===== config.mk =====
export PLATFORM = sky130hd
export DESIGN_NAME = mem_requester
export DESIGN_NICKNAME = d
export VERILOG_FILES = /design/src/rtl/mem_req_pkg.sv /design/src/rtl/rsp_fifo.sv /design/src/rtl/mem_requester.sv
export SDC_FILE = /design/constraint.sdc
export NUM_CORES = 1
export LEC_CHECK = 0
export ABC_AREA = 1
export CELL_PAD_IN_SITES_DETAIL_PLACEMENT = 0
export CELL_PAD_IN_SITES_GLOBAL_PLACEMENT = 1
export CORE_MARGIN = 8
export CORE_UTILIZATION = 30
export CTS_BUF_LIST = sky130_fd_sc_hd__clkbuf_4 sky130_fd_sc_hd__clkbuf_8
export DETAILED_ROUTE_END_ITERATION = 16
export HOLD_SLACK_MARGIN = 0.1
export PLACE_DENSITY = 0.79
export RECOVER_POWER = 100
export SETUP_SLACK_MARGIN = 0.1
export SKIP_LAST_GASP = 1
export SLEW_MARGIN = 20
export SYNTH_ARGS = -nofsm -noshare
export SYNTH_HDL_FRONTEND = slang
export SYNTH_SLANG_ARGS = --single-unit

===== constraint.sdc =====
create_clock -name clk -period 1.5 [get_ports clk]
set_input_delay 0.15 -clock clk [delete_from_list [all_inputs] [get_ports clk]]
set_output_delay 0.15 -clock clk [all_outputs]
set_load 0.01 [all_outputs]

===== src/rtl/mem_req_pkg.sv =====
// Shared types and default widths for the memory requester.
package mem_req_pkg;

    localparam int DEF_ADDR_W    = 8;
    localparam int DEF_DATA_W    = 8;
    localparam int DEF_LEN_W     = 4;
    localparam int DEF_RSP_DEPTH = 2;

    typedef enum logic [1:0] {
        IDLE  = 2'd0,
        WRITE = 2'd1,
        READ  = 2'd2
    } state_t;

endpackage


===== src/rtl/rsp_fifo.sv =====
// Small synchronous FIFO buffering read beats; a push into a full FIFO is
// accepted only when a pop happens in the same cycle.
module rsp_fifo #(
    parameter int DEPTH = 2,
    parameter int WIDTH = 9
) (
    input  logic                         clk,
    input  logic                         rst_n,
    input  logic                         push,
    input  logic [WIDTH-1:0]             push_data,
    input  logic                         pop,
    output logic [WIDTH-1:0]             pop_data,
    output logic                         full,
    output logic                         empty,
    output logic [$clog2(DEPTH+1)-1:0]   count
);

    localparam int CNT_W = $clog2(DEPTH + 1);
    localparam int PTR_W = (DEPTH > 1) ? $clog2(DEPTH) : 1;

    logic [WIDTH-1:0] mem [DEPTH];
    logic [PTR_W-1:0] wr_ptr;
    logic [PTR_W-1:0] rd_ptr;
    logic             do_push;
    logic             do_pop;

    function automatic logic [PTR_W-1:0] next_ptr(input logic [PTR_W-1:0] p);
        return (p == PTR_W'(DEPTH - 1)) ? '0 : p + PTR_W'(1);
    endfunction

    assign full     = (count == CNT_W'(DEPTH));
    assign empty    = (count == '0);
    assign do_pop   = pop && !empty;
    assign do_push  = push && (!full || do_pop);
    assign pop_data = empty ? '0 : mem[rd_ptr];

    // NOTE: sequential state uses non-blocking assignments so every register
    // samples the pre-edge values, independent of process ordering.
    always_ff @(posedge clk) begin
        if (!rst_n) begin
            wr_ptr <= '0;
            rd_ptr <= '0;
            count  <= '0;
        end else begin
            if (do_push) wr_ptr <= next_ptr(wr_ptr);
            if (do_pop)  rd_ptr <= next_ptr(rd_ptr);
            case ({do_push, do_pop})
                2'b10:   count <= count + CNT_W'(1);
                2'b01:   count <= count - CNT_W'(1);
                default: count <= count;
            endcase
        end
    end

    // NOTE: storage is deliberately not reset; the pointers and count define
    // which entries are valid, and the output is masked while empty.
    always_ff @(posedge clk) begin
        if (do_push) mem[wr_ptr] <= push_data;
    end

endmodule


===== src/rtl/mem_requester.sv =====
// Command-driven memory requester: single-beat writes and flow-controlled
// burst reads into a small response FIFO.
module mem_requester
    import mem_req_pkg::*;
#(
    parameter int ADDR_W    = DEF_ADDR_W,
    parameter int DATA_W    = DEF_DATA_W,
    parameter int LEN_W     = DEF_LEN_W,
    parameter int RSP_DEPTH = DEF_RSP_DEPTH
) (
    input  logic              clk,
    input  logic              rst_n,
    input  logic              cmd_valid,
    output logic              cmd_ready,
    input  logic              cmd_write,
    input  logic [ADDR_W-1:0] cmd_addr,
    input  logic [LEN_W-1:0]  cmd_len,
    input  logic [DATA_W-1:0] cmd_wdata,
    output logic              rsp_valid,
    input  logic              rsp_ready,
    output logic [DATA_W-1:0] rsp_data,
    output logic              rsp_last,
    output logic              busy,
    output logic [ADDR_W-1:0] mem_address,
    output logic              mem_write_en,
    output logic [DATA_W-1:0] mem_write_data,
    input  logic [DATA_W-1:0] mem_read_data
);

    localparam int CNT_W  = $clog2(RSP_DEPTH + 1);
    localparam int BEAT_W = LEN_W + 1;

    state_t            state;
    state_t            state_next;
    logic [ADDR_W-1:0] addr;
    logic [ADDR_W-1:0] addr_hold;
    logic [DATA_W-1:0] wdata;
    logic [BEAT_W-1:0] beats_left;
    logic              is_last;
    logic              in_flight;
    logic              in_flight_last;
    logic              accept;
    logic              issue;
    logic              pop;
    logic              fifo_full;
    logic              fifo_empty;
    logic [CNT_W-1:0]  fifo_count;
    logic [DATA_W:0]   fifo_out;
    logic [CNT_W:0]    occupancy;
    logic [CNT_W:0]    limit;

    // A beat may issue only if its data is guaranteed a slot when it lands.
    assign occupancy = {1'b0, fifo_count} + (CNT_W + 1)'(in_flight);
    assign limit     = (CNT_W + 1)'(RSP_DEPTH) + (CNT_W + 1)'(pop);
    assign accept    = cmd_valid && cmd_ready;
    assign pop       = rsp_valid && rsp_ready;

    always_ff @(posedge clk) begin
        if (!rst_n) state <= IDLE;
        else        state <= state_next;
    end

    // NOTE: every output of this block gets a default first so no path
    // leaves a value unassigned and a latch is never inferred.
    always_comb begin
        state_next   = state;
        cmd_ready    = 1'b0;
        mem_write_en = 1'b0;
        issue        = 1'b0;
        case (state)
            IDLE: begin
                cmd_ready = rst_n;
                if (cmd_valid && rst_n) state_next = cmd_write ? WRITE : READ;
            end
            WRITE: begin
                mem_write_en = 1'b1;
                state_next   = IDLE;
            end
            READ: begin
                if (occupancy < limit) begin
                    issue = 1'b1;
                    if (is_last) state_next = IDLE;
                end
            end
            default: state_next = IDLE;
        endcase
    end

    always_ff @(posedge clk) begin
        if (!rst_n) begin
            addr           <= '0;
            addr_hold      <= '0;
            wdata          <= '0;
            beats_left     <= '0;
            is_last        <= 1'b0;
            in_flight      <= 1'b0;
            in_flight_last <= 1'b0;
        end else begin
            in_flight      <= issue;
            in_flight_last <= issue && is_last;
            if (accept) begin
                addr       <= cmd_addr;
                wdata      <= cmd_wdata;
                beats_left <= BEAT_W'(cmd_len) + BEAT_W'(1);
                is_last    <= (cmd_len == '0);
            end
            if (state == WRITE) addr_hold <= addr;
            if (issue) begin
                addr_hold  <= addr;
                addr       <= addr + ADDR_W'(1);
                beats_left <= beats_left - BEAT_W'(1);
                is_last    <= (beats_left == BEAT_W'(2));
            end
        end
    end

    // Idle shows the last address actually presented, not the post-increment one.
    assign mem_address    = (state == IDLE) ? addr_hold : addr;
    assign mem_write_data = wdata;

    rsp_fifo #(
        .DEPTH (RSP_DEPTH),
        .WIDTH (DATA_W + 1)
    ) u_rsp_fifo (
        .clk       (clk),
        .rst_n     (rst_n),
        .push      (in_flight),
        .push_data ({in_flight_last, mem_read_data}),
        .pop       (pop),
        .pop_data  (fifo_out),
        .full      (fifo_full),
        .empty     (fifo_empty),
        .count     (fifo_count)
    );

    assign rsp_valid = !fifo_empty;
    assign rsp_data  = fifo_out[DATA_W-1:0];
    assign rsp_last  = fifo_out[DATA_W];
    assign busy      = (state != IDLE) || in_flight || !fifo_empty;

    a_no_overflow: assert property (@(posedge clk) disable iff (!rst_n)
        !(in_flight && fifo_full && !pop));

endmodule


; Yosys cells after proc, flatten, opt, wreduce, memory -nomap -nowiden
; Memory sizes are Yosys's and may differ from the RTL's. A register that Yosys moved wholly into a read port is not among the register bits.
; Index checks and enable logic that the tools add are counted.
[op_classes]
addsub = 9
order_cmp = 1
eq_ne = 9
mux = 26
reduce_logical = 19
[op_table]
columns = operator, count
row1 = two-way mux 8 bit, 5
row2 = two-way mux 1 bit, 12
row3 = two-way mux 5 bit, 2
row4 = two-way mux 9 bit, 1
row5 = adder 8 x 1 -> 8 bit (second input constant), 1
row6 = two-way mux 2 bit, 4
row7 = one-hot mux 2 bit (2 select lines), 2
row8 = nonzero test 2 bit, 4
row9 = equality test 2 bit (second input constant), 3
row10 = logical AND 1 bit, 6
row11 = inequality test 2 bit (second input constant), 3
row12 = adder 4 x 1 -> 5 bit (second input constant), 1
row13 = equality test 5 x 2 -> 1 bit (second input constant), 1
row14 = subtractor 5 x 1 -> 5 bit (second input constant), 1
row15 = equality test 2 x 1 -> 1 bit (second input constant), 2
row16 = zero test 2 bit, 2
row17 = zero test 4 bit, 1
row18 = adder 2 x 1 -> 3 bit, 1
row19 = adder 2 x 1 -> 3 bit (first input constant), 1
row20 = logical OR 1 bit, 3
row21 = < comparator 3 bit, 1
row22 = AND reduction 3 bit, 1
row23 = adder 1 bit (second input constant), 2
row24 = adder 2 x 1 -> 2 bit (second input constant), 1
row25 = other kinds (2), 3
[word_totals]
regBits = 38
mem_bits_rw = 18
input_bits = 33
out_inout_bits = 29
word_cells = 76
n_memories = 1
[memory_table]
columns = memory, words, width, rd, rd_clocked_by_memory_dff, write_ports, line_no
row1 = u_rsp_fifo.mem, 2, 9, 1, 1, 1, rsp_fifo.sv:21  ; logic [WIDTH-1:0] mem [DEPTH];

; Logic depth before layout (Yosys ltp)
[logic_depth]
depth_word = 8
depth_mapped = 10

; Modules after synthesis
; A second synthesis with hierarchy kept.
[unflattened]
cells_unflattened = 369
hier_area_um2 = 2862.7
[by_module_without_submodules]
columns = module, instances, cells_each, area_per_inst_um2, seq_area_each_um2
row1 = mem_requester, 1, 283, 1938.1, 680.7
row2 = rsp_fifo, 1, 86, 924.6, 640.6

; Worst setup path after synthesis
; Ideal clock, no wire load.
[synth_timing]
kind = register to register
start = register u_rsp_fifo.count[0]
end = register u_rsp_fifo.count[1]
setup_time_ns = 0.122
t_arrival_ns = 1.450
setup_slack_ns = -0.072
stages_incl_launch_ff = 10
path_buffers = 0
period_less_slack_ns = 1.572
cell_sequence = dfxtp_1 -> inv_2 -> nand2_4 -> inv_2 -> nor2_1 -> ha_1 -> a21oi_1 -> o21ai_0 -> o21ai_0 -> a21oi_1
[synth_via]
elab_chain_len = 8
[synth_rtl]
columns = item, line_no
row1 = "start, declared", rsp_fifo.sv:15  ; output logic [$clog2(DEPTH+1)-1:0] count
row2 = "start signal, assigned", rsp_fifo.sv:48  ; 2'b10: count <= count + CNT_W'(1);
row3 = "start signal, assigned", rsp_fifo.sv:49  ; 2'b01: count <= count - CNT_W'(1);
row4 = "start signal, assigned", rsp_fifo.sv:50  ; default: count <= count;
row5 = zero test 2 bit (*), rsp_fifo.sv:32  ; assign empty = (count == '0);
row6 = zero test 1 bit (*), mem_requester.sv:136  ; assign rsp_valid = !fifo_empty;
row7 = via rsp_valid, mem_requester.sv:19  ; output logic rsp_valid,
row8 = logical AND 1 bit, mem_requester.sv:56  ; assign pop = rsp_valid && rsp_ready;
row9 = logical AND 1 bit (*), rsp_fifo.sv:33  ; assign do_pop = pop && !empty;
row10 = via u_rsp_fifo.do_pop, rsp_fifo.sv:25  ; logic do_pop;
row11 = logical OR 1 bit, rsp_fifo.sv:34  ; assign do_push = push && (!full || do_pop);
row12 = logical AND 1 bit, rsp_fifo.sv:34
row13 = equality test 2 x 1 -> 1 bit or equality test 2 bit (tied branches), rsp_fifo.sv:47  ; case ({do_push, do_pop})
row14 = one-hot mux 2 bit (2 select lines) or nonzero test 2 bit (tied branches), -
; The timed path passes the listed nets; every way through them passes the cells marked *.
; A chain may end at the register's enable or synchronous reset.

; Worst setup path after layout
[layout_timing]
start = register u_rsp_fifo.count[0]
end = register addr_hold[5]
[layout_via]
elab_chain_len = 8
[layout_rtl]
columns = item, line_no
row1 = zero test 2 bit, rsp_fifo.sv:32
row2 = zero test 1 bit, mem_requester.sv:136
row3 = logical AND 1 bit, mem_requester.sv:56
row4 = adder 2 x 1 -> 3 bit, mem_requester.sv:54  ; assign limit = (CNT_W + 1)'(RSP_DEPTH) + (CNT_W + 1)'(pop);
row5 = < comparator 3 bit (*), mem_requester.sv:80  ; if (occupancy < limit) begin
row6 = two-way mux 1 bit (*), mem_requester.sv:80
row7 = two-way mux 1 bit (*), mem_requester.sv:70  ; case (state)
row8 = two-way mux 8 bit or nonzero test 2 bit (tied branches), -
row9 = "end signal, assigned", mem_requester.sv:107  ; if (state == WRITE) addr_hold <= addr;
row10 = "end signal, assigned", mem_requester.sv:109  ; addr_hold <= addr;
row11 = "end, declared", mem_requester.sv:36  ; logic [ADDR_W-1:0] addr_hold;
; Every way passes the cells marked *; elsewhere a longest branch is shown, timed or not.

==> run metrics <==
Total Routed Length=7930 um; crit share post-route=102%; Min Hold Slack=0.359 ns; status=finished with violations; Synth area leaders=dfxtp_1 28%, edfxtp_1 19%, nand2_1 14%; total setup violations reported at the end of the flow=8; clock-pin slew on the worst setup and hold paths=0.06 ns; number of cells on the worst reg-to-reg path=8; average vias per placed instance=4.68; Yosys Warn Count=0; Core Region=9200 um^2; Die Height=113 um; reg-to-reg slack, setup=-0.02 ns; Leak=about 1.8 nW; critical path endpoint category=register; min-delay src=cmd_write; Hold Path End=state[0]; reg2reg start=u_rsp_fifo.count[0]; post-detailed-placement cell area=3870 um^2; cell depth of the worst hold path=3; Slowest-stage cell, CP=dfxtp_4; post-place setup slack=-0.242 ns; count of buffers from port buffering=61; Mean Syn Cell Area=7.71 um^2; Avg WL per Cell=13.3 um; number of distinct library cells after synthesis=28; cell at the root of the clock tree=clkbuf_8; 1st-pass router iterations=4; crit-path max FO=7; post-route antenna net violation count=0; starting DRC count in detailed routing=170; H-Tree Level Count=3; CP Class=reg -> reg; cell breakdown of the critical path=ha_4, ha_4, nand2_4, nand3_4, nand2_4, buf_12, o21ai_2, nor2_1; Syn Nets=407; area added between synthesis and finish=56.5%; global-route wire length before repair=approximately 13,000 um; fill cell instance count of the final layout=882; fraction of the core area covered by cells at the end of the flow=48.0%; DP Wirelength=roughly 5500 um; Layout Cell Area excl Fill=4420 um^2; placed cell count=562; detailed-route via count=~2.8k; delay contributed by the slowest stage of the critical path=0.37 ns; failing checks=setup timing; cell count after synthesis=366; proportion of synthesized chip area in sequential cells=between 40 and 50%; Die X-Extent=roughly 110 um; sinks on the clock net=between 50 and 60; minimum period implied by the final worst setup slack=1.52 ns; data required time of the worst path=1.73 ns; Max Slew Vio Count=0; post-synth top area cell=dfxtp_1; CP arrival=1.75 ns; initial core utilization=30.7%; final count of hold timing violations=0; smallest setup slack after layout=-0.0238 ns; overflow left after global routing=0; standard-cell rows=35; cell type group with the largest total delay on the critical path=adder cells; crit path buf inv count=1; maximum clock skew at final layout=0.00726 ns; Max-Slew Margin vs Limit=about four fifths; Non-Filler Instances=594; largest net degree at the start of global routing=21; synthesized flop and latch total=57; final weighted congestion in routability-driven placement=0.880; unrepaired setup endpoints after global routing=yes; number of global-route vias before repair=2,746; layout cell share with drive strength beyond 1=34.4%; number of top-level pins=62; Worst IR Drop VDD=419 uV; most common library cell in the layout ignoring fill and taps=nand2_1; maximum achievable frequency=0.656 GHz; total track usage=12.5%; Residual DRC=0; category of the worst setup path launch point=register; CTS tree=yes; ant diodes=0; aggregate negative setup slack=-0.0693 ns; cell area after synthesis=around 2800 um^2; die footprint=12,800 um^2; most frequent cells in the layout=87 x nand2_1, 38 x nor2_1, 33 x dfxtp_1; slew at the pin closest to its max-slew limit=about 0.31 ns; fraction of post-synthesis cell area in the top cell type by area=about 28%; Pwr per Cell Area=910 nW/um^2; class of the worst hold path=in -> reg; reg-to-reg endpoint=addr_hold[5]; number of maximum-capacitance violations=0; clock latency on the worst-skew pair=0.33 ns; hold buffer count at cts=0; area used by sequential logic in the layout=1330 um^2; number of buffers created by CTS=9; number of antenna violations at the first check in global routing=0; Power Total=4.02 mW; area of the multi-input gates=1580 um^2; CTS max path bufs=2; final net count=519
[worst reg2reg max path, delay by kind of cell (launching register included)]
family	cells	cell delay [ns]
compound gates	1	0.11
simple gates	4	0.35
flops	1	0.37
buf+inv	1	0.15
fa+ha+maj	2	0.44
[Yosys cell counts (all sizes together)]
library cell  count
nand2           107
nor2             47
dfxtp            39
o21ai            36
inv              33
a21oi            24
nand3            24
edfxtp           18
buf               9
ha                8
nand4             8
xor2              5
clkbuf            4
clkinv            1
nor3              1
o21bai            1
xnor2             1
[routing by layer]
layer | vias to the layer above | share of wire (%) | track usage [%] | routed length [um]
li1 | 1421 | - | - | -
met1 | 1271 | 42 | 14.3 | 3340
met2 | 74 | 50 | 21.5 | 3990
met3 | 14 | 6.0 | 3.57 | 476
met4 | 0 | 1.6 | 5.42 | 126
met5 | - | 0 | 0 | 0
[power breakdown]
group	total (mW)	switching [mW]	internal [mW]
Combinational	0.975	0.503	0.472
Clock	1.30	0.562	0.736
Sequential	1.74	0.0668	1.68
[area by class of cell]
cell class	count	area share, %
clock buffers	15	3.97
clock inverters	1	0.113
inverters	34	3.48
multi-input cells	264	35.8
flip-flops and latches	57	30.2
well taps	111	3.14
repair buffers	111	23.1
repair inverters	1	0.198
[worst max-delay path by stage]
stage,start,end,depth (start not counted)
finish,u_rsp_fifo.count[0],addr_hold[5],8
floorplan,u_rsp_fifo.count[1],u_rsp_fifo.count[1],9
detailed placement,rsp_ready,u_rsp_fifo.count[1],9
global route,u_rsp_fifo.count[0],addr_hold[4],8
global placement,rsp_ready,u_rsp_fifo.count[1],9
CTS,state[0],mem_address[3],5
[sequential cells by signal, indices dropped and copies added (netlist names), 2 cells and up, named ones only]
register / flops
addr: 8
addr_hold: 8
beats_left: 5
mem_write_data: 8
state: 2
u_rsp_fifo.count: 2
u_rsp_fifo.mem: 18
[repair_timing]
action,in CTS,in global routing
endpoints found under the setup margin,47,62
pin swaps,16,14
buffers inserted,8,4
cloned,3,1
gates resized for setup,135,55
[cells by family (layout without fill, tap and decap cells)]
group	Yosys count	in the layout	share of synthesized area, %
and+or+nand+nor	187	189	29.3
AOI/OAI and AO/OA	61	61	11.3
xor gates and xnor gates	6	6	1.86
buffers and inverters	47	162	7.14
DFF	57	57	46.8
adders and majority gates	8	8	3.55
Power figures use the tool's default switching activity.
